==> config.mk <==
export PLATFORM = sky130hd
export DESIGN_NAME = sram_2p_bist_ctrl_flat
export DESIGN_NICKNAME = d
export VERILOG_FILES = /design/src/rtl/sram_bist_pkg.sv /design/src/rtl/sram_2p_bist_ctrl_if.sv /design/src/rtl/sram_bist_addr_gen.sv /design/src/rtl/sram_2p_bist_ctrl.sv /design/src/flat_wrapper.sv
export SDC_FILE = /design/constraint.sdc
export NUM_CORES = 1
export LEC_CHECK = 0
export CAP_MARGIN = 20
export CORE_MARGIN = 2
export CORE_UTILIZATION = 51
export CTS_CLUSTER_SIZE = 30
export DETAILED_ROUTE_END_ITERATION = 12
export PLACE_DENSITY = 0.85
export SYNTH_ARGS = -nofsm -noshare
export SYNTH_HDL_FRONTEND = slang
export SYNTH_SLANG_ARGS = --single-unit
export TNS_END_PERCENT = 5
==> constraint.sdc <==
create_clock -name CLK -period 8.7 [get_ports CLK]
set_input_delay 1.305 -clock CLK [delete_from_list [all_inputs] [get_ports CLK]]
set_output_delay 1.305 -clock CLK [all_outputs]
set_load 0.02 [all_outputs]
==> src/rtl/sram_bist_pkg.sv <==
// -----------------------------------------------------------------------------
// sram_bist_pkg
// Shared types for the 2-port SRAM March C- BIST controller:
//   - bist_state_e : controller FSM states (IDLE -> RUN -> DRAIN -> DONE)
//   - march_elem_t : one March element (direction, op sequence, data polarity)
//   - MARCH_ELEMS  : number of elements in the March C- sequence (6)
//   - march_elem() : the element table, indexed by element number
// -----------------------------------------------------------------------------
package sram_bist_pkg;

  typedef enum logic [1:0] {
    ST_IDLE  = 2'd0,
    ST_RUN   = 2'd1,
    ST_DRAIN = 2'd2,
    ST_DONE  = 2'd3
  } bist_state_e;

  localparam int MARCH_ELEMS = 6;
  localparam int MARCH_IDX_W = 3;

  // An element is "read then write" when both has_rd and has_wr are set;
  // otherwise it is a single op per address.
  typedef struct packed {
    logic down;     // 1: address runs N-1..0, 0: address runs 0..N-1
    logic has_rd;   // element starts with a read at each address
    logic rd_ones;  // expected read data is all-ones (else all-zeros)
    logic has_wr;   // element writes each address (after the read, if any)
    logic wr_ones;  // write data is all-ones (else all-zeros)
  } march_elem_t;

  // March C-: up(w0); up(r0,w1); up(r1,w0); down(r0,w1); down(r1,w0); up(r0)
  function automatic march_elem_t march_elem(input logic [MARCH_IDX_W-1:0] idx);
    march_elem_t e;
    case (idx)
      3'd0:    e = '{down: 1'b0, has_rd: 1'b0, rd_ones: 1'b0, has_wr: 1'b1, wr_ones: 1'b0};
      3'd1:    e = '{down: 1'b0, has_rd: 1'b1, rd_ones: 1'b0, has_wr: 1'b1, wr_ones: 1'b1};
      3'd2:    e = '{down: 1'b0, has_rd: 1'b1, rd_ones: 1'b1, has_wr: 1'b1, wr_ones: 1'b0};
      3'd3:    e = '{down: 1'b1, has_rd: 1'b1, rd_ones: 1'b0, has_wr: 1'b1, wr_ones: 1'b1};
      3'd4:    e = '{down: 1'b1, has_rd: 1'b1, rd_ones: 1'b1, has_wr: 1'b1, wr_ones: 1'b0};
      3'd5:    e = '{down: 1'b0, has_rd: 1'b1, rd_ones: 1'b0, has_wr: 1'b0, wr_ones: 1'b0};
      default: e = '0;
    endcase
    return e;
  endfunction

endpackage

==> src/rtl/sram_2p_bist_ctrl_if.sv <==
// -----------------------------------------------------------------------------
// sram_2p_bist_ctrl_if
// Control/status handshake and SRAM port bundle of the BIST controller.
//   START      : request a test run
//   BUSY/DONE  : run in progress / run complete (held until next START)
//   FAIL       : sticky mismatch flag, FAIL_ADDR: first failing address
//   MEM_MEN/WEN/REN, MEM_ADDR, MEM_DIN : SRAM port controls and write data
//   MEM_DOUT   : SRAM read data (registered inside the SRAM)
// Modports: master = BIST controller, slave = system / SRAM side.
// -----------------------------------------------------------------------------
interface sram_2p_bist_ctrl_if #(
  parameter int P_DATA_WIDTH = 20,
  parameter int P_ADDR_WIDTH = 9
);
  logic                    START;
  logic                    BUSY;
  logic                    DONE;
  logic                    FAIL;
  logic [P_ADDR_WIDTH-1:0] FAIL_ADDR;
  logic                    MEM_MEN;
  logic                    MEM_WEN;
  logic                    MEM_REN;
  logic [P_ADDR_WIDTH-1:0] MEM_ADDR;
  logic [P_DATA_WIDTH-1:0] MEM_DIN;
  logic [P_DATA_WIDTH-1:0] MEM_DOUT;

  modport master (
    input  START, MEM_DOUT,
    output BUSY, DONE, FAIL, FAIL_ADDR,
    output MEM_MEN, MEM_WEN, MEM_REN, MEM_ADDR, MEM_DIN
  );

  modport slave (
    output START, MEM_DOUT,
    input  BUSY, DONE, FAIL, FAIL_ADDR,
    input  MEM_MEN, MEM_WEN, MEM_REN, MEM_ADDR, MEM_DIN
  );
endinterface

==> src/rtl/sram_bist_addr_gen.sv <==
// -----------------------------------------------------------------------------
// sram_bist_addr_gen
// Up/down address counter with terminal-count flag.
//   clk_i, rst_ni : clock, synchronous active-low reset
//   load_i        : load start address (all-ones if load_down_i, else zero)
//   step_i        : advance one address in the direction given by down_i
//   down_i        : current counting direction (selects terminal value)
//   addr_o        : current address
//   tc_o          : address is the last one for the current direction
// -----------------------------------------------------------------------------
module sram_bist_addr_gen #(
  parameter int P_ADDR_WIDTH = 9
) (
  input  logic                    clk_i,
  input  logic                    rst_ni,
  input  logic                    load_i,
  input  logic                    load_down_i,
  input  logic                    step_i,
  input  logic                    down_i,
  output logic [P_ADDR_WIDTH-1:0] addr_o,
  output logic                    tc_o
);
  logic [P_ADDR_WIDTH-1:0] addr_q;
  logic [P_ADDR_WIDTH-1:0] addr_d;

  // Load wins over step so an element boundary never sees the wrapped value.
  always_comb begin
    addr_d = addr_q;
    if (load_i) begin
      addr_d = load_down_i ? '1 : '0;
    end else if (step_i) begin
      addr_d = down_i ? addr_q - 1'b1 : addr_q + 1'b1;
    end
  end

  always_ff @(posedge clk_i) begin
    if (!rst_ni) begin
      addr_q <= '0;
    end else begin
      addr_q <= addr_d;
    end
  end

  assign addr_o = addr_q;
  assign tc_o   = down_i ? (addr_q == '0) : (addr_q == '1);
endmodule

==> src/rtl/sram_2p_bist_ctrl.sv <==
// -----------------------------------------------------------------------------
// sram_2p_bist_ctrl
// March C- BIST controller for one port of a 2-port SRAM. Issues one SRAM
// operation per cycle (10N total), compares read data one cycle after the
// SRAM registers it and records the first failing address.
//   CLK   : clock shared with the SRAM port
//   RST_N : synchronous active-low reset
//   bus   : handshake (START/BUSY/DONE/FAIL/FAIL_ADDR) and SRAM port
// Timing: START sampled at edge k; op i is driven after edge k+i; the last
// read is compared in DRAIN and DONE rises at edge k+10N+1.
// -----------------------------------------------------------------------------
module sram_2p_bist_ctrl
  import sram_bist_pkg::*;
#(
  parameter int P_DATA_WIDTH = 20,
  parameter int P_ADDR_WIDTH = 9
) (
  input logic                 CLK,
  input logic                 RST_N,
  sram_2p_bist_ctrl_if.master bus
);

  bist_state_e             state_q, state_d;
  logic [MARCH_IDX_W-1:0]  elem_q, elem_d;
  logic                    phase_q, phase_d;     // 0: read slot, 1: write slot
  logic                    fail_q, fail_d;
  logic [P_ADDR_WIDTH-1:0] fail_addr_q, fail_addr_d;
  logic                    rd_pend_q, rd_pend_d; // read data arrives this cycle
  logic [P_ADDR_WIDTH-1:0] rd_addr_q, rd_addr_d;
  logic                    rd_ones_q, rd_ones_d;

  march_elem_t             cur;
  march_elem_t             nxt;
  logic                    op_rd, op_wr;
  logic                    last_of_addr;
  logic                    start_acc;
  logic                    mismatch;

  logic                    ag_load, ag_load_down, ag_step, ag_tc;
  logic [P_ADDR_WIDTH-1:0] ag_addr;

  assign cur = march_elem(elem_q);
  assign nxt = march_elem(elem_q + MARCH_IDX_W'(1));

  // Single-op elements finish an address in one slot; read-write elements
  // finish it in the write slot.
  assign last_of_addr = !(cur.has_rd && cur.has_wr) || phase_q;

  sram_bist_addr_gen #(
    .P_ADDR_WIDTH(P_ADDR_WIDTH)
  ) u_addr_gen (
    .clk_i       (CLK),
    .rst_ni      (RST_N),
    .load_i      (ag_load),
    .load_down_i (ag_load_down),
    .step_i      (ag_step),
    .down_i      (cur.down),
    .addr_o      (ag_addr),
    .tc_o        (ag_tc)
  );

  // Next-state and SRAM op decode
  always_comb begin
    state_d      = state_q;
    elem_d       = elem_q;
    phase_d      = phase_q;
    ag_load      = 1'b0;
    ag_load_down = 1'b0;
    ag_step      = 1'b0;
    op_rd        = 1'b0;
    op_wr        = 1'b0;
    start_acc    = 1'b0;

    case (state_q)
      ST_IDLE, ST_DONE: begin
        if (bus.START) begin
          start_acc    = 1'b1;
          state_d      = ST_RUN;
          elem_d       = '0;
          phase_d      = 1'b0;
          ag_load      = 1'b1;
          ag_load_down = march_elem('0).down;
        end
      end
      ST_RUN: begin
        op_rd = cur.has_rd && !phase_q;
        op_wr = cur.has_wr && (phase_q || !cur.has_rd);
        if (!last_of_addr) begin
          phase_d = 1'b1;
        end else begin
          phase_d = 1'b0;
          if (!ag_tc) begin
            ag_step = 1'b1;
          end else if (elem_q == MARCH_IDX_W'(MARCH_ELEMS - 1)) begin
            state_d = ST_DRAIN;
          end else begin
            elem_d       = elem_q + MARCH_IDX_W'(1);
            ag_load      = 1'b1;
            ag_load_down = nxt.down;
          end
        end
      end
      ST_DRAIN: begin
        state_d = ST_DONE;
      end
      default: begin
        state_d = ST_IDLE;
      end
    endcase
  end

  // Read-result check: the read issued last cycle is in MEM_DOUT now.
  assign mismatch = rd_pend_q && (bus.MEM_DOUT != {P_DATA_WIDTH{rd_ones_q}});

  always_comb begin
    rd_pend_d   = op_rd;
    rd_addr_d   = ag_addr;
    rd_ones_d   = cur.rd_ones;
    fail_d      = fail_q;
    fail_addr_d = fail_addr_q;
    if (start_acc) begin
      fail_d      = 1'b0;
      fail_addr_d = '0;
    end else if (mismatch && !fail_q) begin
      fail_d      = 1'b1;
      fail_addr_d = rd_addr_q;
    end
  end

  always_ff @(posedge CLK) begin
    if (!RST_N) begin
      state_q     <= ST_IDLE;
      elem_q      <= '0;
      phase_q     <= 1'b0;
      fail_q      <= 1'b0;
      fail_addr_q <= '0;
      rd_pend_q   <= 1'b0;
      rd_addr_q   <= '0;
      rd_ones_q   <= 1'b0;
    end else begin
      state_q     <= state_d;
      elem_q      <= elem_d;
      phase_q     <= phase_d;
      fail_q      <= fail_d;
      fail_addr_q <= fail_addr_d;
      rd_pend_q   <= rd_pend_d;
      rd_addr_q   <= rd_addr_d;
      rd_ones_q   <= rd_ones_d;
    end
  end

  assign bus.BUSY      = (state_q == ST_RUN) || (state_q == ST_DRAIN);
  assign bus.DONE      = (state_q == ST_DONE);
  assign bus.FAIL      = fail_q;
  assign bus.FAIL_ADDR = fail_addr_q;
  assign bus.MEM_MEN   = op_rd || op_wr;
  assign bus.MEM_WEN   = op_wr;
  assign bus.MEM_REN   = op_rd;
  assign bus.MEM_ADDR  = (state_q == ST_RUN) ? ag_addr : '0;
  assign bus.MEM_DIN   = op_wr ? {P_DATA_WIDTH{cur.wr_ones}} : '0;

endmodule

==> src/flat_wrapper.sv <==
// flat-port wrapper written by rule: the top's interface ports become plain ports
module sram_2p_bist_ctrl_flat import sram_bist_pkg::*;
#(
  parameter int P_DATA_WIDTH = 20,
  parameter int P_ADDR_WIDTH = 9
)
  (CLK, RST_N, bus_START, bus_MEM_DOUT, bus_BUSY, bus_DONE, bus_FAIL, bus_FAIL_ADDR, bus_MEM_MEN, bus_MEM_WEN, bus_MEM_REN, bus_MEM_ADDR, bus_MEM_DIN);
  sram_2p_bist_ctrl_if #(.P_DATA_WIDTH(P_DATA_WIDTH), .P_ADDR_WIDTH(P_ADDR_WIDTH)) bus_i ();
  input logic CLK;
  input logic RST_N;
  input wire logic [$bits(bus_i.START)-1:0] bus_START;
  input wire logic [$bits(bus_i.MEM_DOUT)-1:0] bus_MEM_DOUT;
  output wire logic [$bits(bus_i.BUSY)-1:0] bus_BUSY;
  output wire logic [$bits(bus_i.DONE)-1:0] bus_DONE;
  output wire logic [$bits(bus_i.FAIL)-1:0] bus_FAIL;
  output wire logic [$bits(bus_i.FAIL_ADDR)-1:0] bus_FAIL_ADDR;
  output wire logic [$bits(bus_i.MEM_MEN)-1:0] bus_MEM_MEN;
  output wire logic [$bits(bus_i.MEM_WEN)-1:0] bus_MEM_WEN;
  output wire logic [$bits(bus_i.MEM_REN)-1:0] bus_MEM_REN;
  output wire logic [$bits(bus_i.MEM_ADDR)-1:0] bus_MEM_ADDR;
  output wire logic [$bits(bus_i.MEM_DIN)-1:0] bus_MEM_DIN;
  assign bus_i.START = bus_START;
  assign bus_i.MEM_DOUT = bus_MEM_DOUT;
  assign bus_BUSY = bus_i.BUSY;
  assign bus_DONE = bus_i.DONE;
  assign bus_FAIL = bus_i.FAIL;
  assign bus_FAIL_ADDR = bus_i.FAIL_ADDR;
  assign bus_MEM_MEN = bus_i.MEM_MEN;
  assign bus_MEM_WEN = bus_i.MEM_WEN;
  assign bus_MEM_REN = bus_i.MEM_REN;
  assign bus_MEM_ADDR = bus_i.MEM_ADDR;
  assign bus_MEM_DIN = bus_i.MEM_DIN;
  sram_2p_bist_ctrl #(.P_DATA_WIDTH(P_DATA_WIDTH), .P_ADDR_WIDTH(P_ADDR_WIDTH)) u_core (.CLK(CLK), .RST_N(RST_N), .bus(bus_i));
endmodule
* Word-level counts from Yosys, hierarchy flattened *
Cells that the tools add are included.

storage, ports and cells
  bits in registers = 36
  input bits = 23
  output and inout bits = 44
  word-level logic and storage cells = 94

operators by class
  add/subtract/negate cells = 3
  eq/ne operators = 20
  multiplexer cells = 37
  bitwise gates (word level) = 1
  reductions and logical operators = 24

operator list
  cell                                                    number
  one-hot mux 5 bit (6 select lines)                      2
  two-way mux 9 bit                                       5
  two-way mux 20 bit                                      1
  inequality test 20 bit                                  1
  two-way mux 1 bit                                       17
  == test 3 x 2 -> 1 bit (second input constant)          4
  == test 3 bit (second input constant)                   4
  two-way mux 3 bit                                       4
  adder 9 x 1 -> 9 bit (second input constant)            1
  == test 9 bit (second input constant)                   1
  zero test 9 bit                                         1
  subtractor 9 x 1 -> 9 bit (second input constant)       1
  two-way mux 2 bit                                       4
  == test 3 x 1 -> 1 bit (second input constant)          2
  zero test 3 bit                                         2
  inequality test 2 x 1 -> 1 bit (second input constant)  3
  one-hot mux 2 bit (3 select lines)                      1
  one-hot mux 3 bit (2 select lines)                      1
  logical AND 1 bit                                       5
  AND reduction 5 bit                                     1
  == test 2 bit (second input constant)                   2
  zero test 1 bit                                         4
  logical OR 1 bit                                        4
  inequality test 2 bit (second input constant)           2
  9 further kinds                                         12

* Logic depth before layout (Yosys ltp) *
  depth in word-level cells = 9
  depth in mapped cells = 12
  depth with buffers taken out = 11

* By module *
Synthesis repeated with hierarchy kept, for this count alone.

unflattened totals
  cells, all modules = 266
  area total of the unflattened synthesis = 2356.0 µm²

by module, submodules not included
  module              times used  cells each  area each (µm²)  seq. area each (µm²)
  sram_2p_bist_ctrl   1           171         1591.5           540.5
  sram_bist_addr_gen  1           95          764.5            180.2

* Least setup slack after synthesis *
No wires, ideal clock.

  kind = register to output
  start point = register u_core.elem_q[0]
  end point = output port bus_MEM_DIN[10]
  arrival time = 3440 ps
  data required time = 7395 ps
  slack = 3955 ps
  cell stages (with the launch flop) = 7
  path buffers = 1
  cell sequence = dfxtp_1 inv_1 ha_1 mux2i_1 a21oi_1 nor4_1 buf_4

on the way
  cells in the longest elaborated chain, start to end = 7
  elaborated cells between the ends (all ways) = 12
  those cells by class = 5 x eq/ne; 3 x mux; 4 x reduce/logical

RTL lines
  item                                    RTL line                  source
  start: declaration                      sram_2p_bist_ctrl.sv:24   logic [MARCH_IDX_W-1:0] elem_q, elem_d;
  start signal: assignment                sram_2p_bist_ctrl.sv:142  elem_q <= elem_d;
  == test 3 bit (tied with other cells)   sram_bist_pkg.sv:34       case (idx)
  one-hot mux 5 bit (6 select lines) (*)  sram_bist_pkg.sv:34
  zero test 1 bit                         sram_2p_bist_ctrl.sv:87   op_wr = cur.has_wr && (phase_q || !cur.has_rd);
  logical OR 1 bit                        sram_2p_bist_ctrl.sv:87
  logical AND 1 bit                       sram_2p_bist_ctrl.sv:87
  two-way mux 1 bit                       sram_2p_bist_ctrl.sv:74   case (state_q)
  two-way mux 20 bit (*)                  sram_2p_bist_ctrl.sv:160  assign bus.MEM_DIN = op_wr ? {P_DATA_WIDTH{cur.wr_ones}} : '0;
  end: declaration                        flat_wrapper.sv:21        output wire logic [$bits(bus_i.MEM_DIN)-1:0] bus_MEM_DIN;

Mark *: on every way between the ends. The rest lies on a longest branch, timed or not.

* Worst setup path in the final report *
  start point = register u_core.elem_q[0]
  end point = output port bus_MEM_DIN[12]

Same word-level chain as after synthesis.

==> flow_metrics.tcl <==
set metrics [dict create \
    grt_max_degree 21 \
    min_period_over_period_pct 45.1 \
    grt_setup_unrepaired "false" \
    crit_slowest_cell "clkdlybuf4s50_1" \
    clock_sinks 36 \
    antenna_cells 0 \
    reg2reg_depth 9 \
    fin_nets 356 \
    fin_cells 369 \
    synthFlopType "dfxtp_1" \
    die_h_microns 70.4 \
    cp.required_ps 7390 \
    net-switching-power_mw 0.282 \
    dp_hpwl_microns 3710 \
    io_pins 67 \
    r2r_end "u_core.u_addr_gen.addr_o[3]" \
    crit_start "u_core.elem_q[0]" \
    drtIter0Drc 72 \
    rows 24 \
    holdWs_ps 468 \
    critPathKind "reg2out" \
    regToRegSetupSlack_ps 6070 \
    vias 1953 \
    clock.fmax_mhz 255 \
    finalSetupTns_ps 0 \
    netlist_area_sq_um 2250 \
    overflow 0 \
    cp.arrival_ps 2620 \
    critPathMaxFanout 20 \
    cts_post_setup_buffers_inserted 0 \
    drt-pass1-iter-count 4 \
    cts_buffers 5 \
    r2r-start "u_core.elem_q[2]" \
    p_per_area_nw_per_um2 233 \
    drt-wirelength-per-cell_microns 13.3 \
    antenna_left 0 \
    sequentialPowerShare_pct 33.1 \
    max_stage_delay_ps 640 \
    path_clk_slew_ps 70 \
    synth_cell_types 47 \
    multi_input_area_sq_um 1260 \
    slew-limit-headroom_pct 30.8 \
    worst-slew-pin-transition_ps 1040 \
    p_int_mw 0.392 \
    gr-usage-all-layers_pct 20.2 \
    power_frac_clock_pct 17.4 \
    skew_ps 10.8 \
    die_x_microns 70.4 \
    yosysSeqAreaShare_pct 32.0 \
    totalWireLength_microns 4890 \
    crit_end "bus_MEM_DIN[12]" \
    syn_nets 307 \
    syn_to_final_growth_pct 28.4 \
    setup_viol 0 \
    grt_pass1_wl_microns 8050 \
    max-vdd-ir-drop_v 0.0000914 \
    async_reset_ff_share_pct 0 \
    crit_chain "inv_1, ha_1, mux2i_1, a21oi_1, nor4_2, buf_4, clkdlybuf4s50_1" \
    layout_commonest_cell "clkdlybuf4s50_1" \
    end_kind "primary output" \
    holdCritPathClass "reg2reg" \
    first_global_vias 1794 \
    clock_latency_ps 300 \
    switching_share_pct 41.9 \
    initial_core_util_pct 52.4 \
    syn_inst 267 \
    outcome "completed" \
    layout_common_cells "66 x clkdlybuf4s50_1, 36 x dfxtp_1, 26 x nand2_1" \
    clockBufferDepth 2 \
    p_leak_nw 1.23 \
    synth.avg_cell_area_sq_um 8.43 \
    gp_routability_congestion 0.825 \
    via_per_inst 5.29 \
    postCtsHoldBufs 0 \
    yosysWarnings 0 \
    cts-root-buf "clkbuf_8" \
    fillCellCount 357 \
    port_buffers 66 \
    drv_cap 0 \
    cts_tree "built" \
    drive_gt1_share_pct 6.94 \
    maxSlewViolCount 0 \
    dpl.cell_count 361 \
    antenna_found_initial 0 \
    cts.htree.levels 2 \
    synth_edf_count 0 \
    start_kind "flop" \
    fin_crit_ps 3930 \
    synth_seq_cells 36 \
    coreArea_sq_um 4290 \
    hold_viol 0 \
    comb_power_share_pct 49.5 \
    regArea_sq_um 721 \
    cts_resized 0 \
    drc 0 \
    die-area_sq_um 4960 \
]
## state kept, by name, indices dropped and copies added (netlist names)
name                      flops
u_core.u_addr_gen.addr_o      9
u_core.rd_addr_q              9
u_core.bus.FAIL               1
u_core.phase_q                1
u_core.state_q                2
u_core.elem_q                 3
u_core.rd_pend_q              1
u_core.rd_ones_q              1
u_core.bus.FAIL_ADDR          9
## metal layers
layer / track usage (%) / vias to the layer above / share of wire (%)
li1: - / 1005 / -
met1: 25.2 / 900 / 45
met2: 33.8 / 44 / 49
met3: 4.62 / 4 / 4.8
met4: 7.91 / 0 / 1.0
met5: 0 / - / 0
## synth_stat cells, drive strengths merged (2+ instances only)
library cell  number  share of area, %
a22oi              6               2.0
o21ai              7               1.7
nor2b              2              0.56
dfxtp             36                32
a311oi             2              0.78
a21oi             13               3.2
or3                3              0.83
inv               23               3.8
ha                16               8.9
clkbuf             3              0.50
nand3              7               1.6
a31oi              5               1.7
and2              10               2.8
nand2b             2              0.56
nand2             26               4.3
buf               22               7.8
nor2              25               4.2
nor3               6               1.3
xnor2              7               2.7
or2                2              0.56
nor4               7               2.2
o211ai             2              0.67
mux2i             15               6.7
nand4              5               1.4
## logic make-up (layout without fill, tap and decap cells)
logic type                 after synthesis  count (layout)  synth area share, %
adders and majority gates               17              17                 9.78
muxes                                   15              15                 6.67
DFF                                     36              36                 32.0
xor gates and xnor gates                 8               8                 3.11
and+or+nand+nor                         99              99                 21.7
AOI/OAI and AO/OA                       44              44                 14.6
buffers and inverters                   48              98                 12.2
## how the worst min path moves through the flow
stage | depth (start not counted) | startpoint | slack [ps] | end
2_1_floorplan | 2 | u_core.rd_addr_q[0] | 440 | u_core.bus.FAIL_ADDR[0]
3_3_place_gp | 2 | u_core.rd_addr_q[0] | 440 | u_core.bus.FAIL_ADDR[0]
3_5_place_dp | 2 | u_core.rd_addr_q[2] | 450 | u_core.bus.FAIL_ADDR[2]
4_1_cts | 2 | u_core.rd_addr_q[2] | 470 | u_core.bus.FAIL_ADDR[2]
5_1_grt | 2 | u_core.rd_addr_q[3] | 480 | u_core.bus.FAIL_ADDR[3]
6_report | 2 | u_core.rd_addr_q[2] | 470 | u_core.bus.FAIL_ADDR[2]
## worst max-delay path: cells and delay by family, from the launching register on
family                   cells  cell delay, ps
flip-flops                   1             380
multiplexers                 1             260
adder cells (fa/ha/maj)      1             290
buffers and inverters        3            1000
AO/OA/AOI/OAI                1             160
AND/OR/NAND/NOR              1             230
## per-stage QoR
stage | util, % | cell area (sq um) | worst slack [ps] | total power [mW]
final | 67.3 | 2890 | 4770 | 0.675
after global routing | 67.3 | 2890 | 4590 | 0.720
after CTS | 67.3 | 2890 | 4720 | 0.679
after detailed placement | 65.3 | 2800 | 4920 | 0.559
after global placement | 65.3 | 2800 | 5010 | 0.549
after floorplan | - | 2250 | 3960 | 0.465
## power groups by stage
stage / clock network (mW) / registers [mW] / logic, mW
3_5_place_dp: 0 / 0.226 / 0.333
6_report: 0.117 / 0.223 / 0.334
3_3_place_gp: 0 / 0.225 / 0.324
5_1_grt: 0.127 / 0.228 / 0.365
4_1_cts: 0.122 / 0.223 / 0.334
2_1_floorplan: 0 / 0.218 / 0.247
## layout make-up
class | instances | area share, %
inverters | 23 | 2.99
clock inverters | 3 | 0.649
clock buffers | 5 | 2.38
well taps | 52 | 2.25
repair buffers | 67 | 23.1
flip-flops and latches | 36 | 24.9
multi-input cells | 183 | 43.7
No activity file was read; power rests on OpenSTA's default activity.
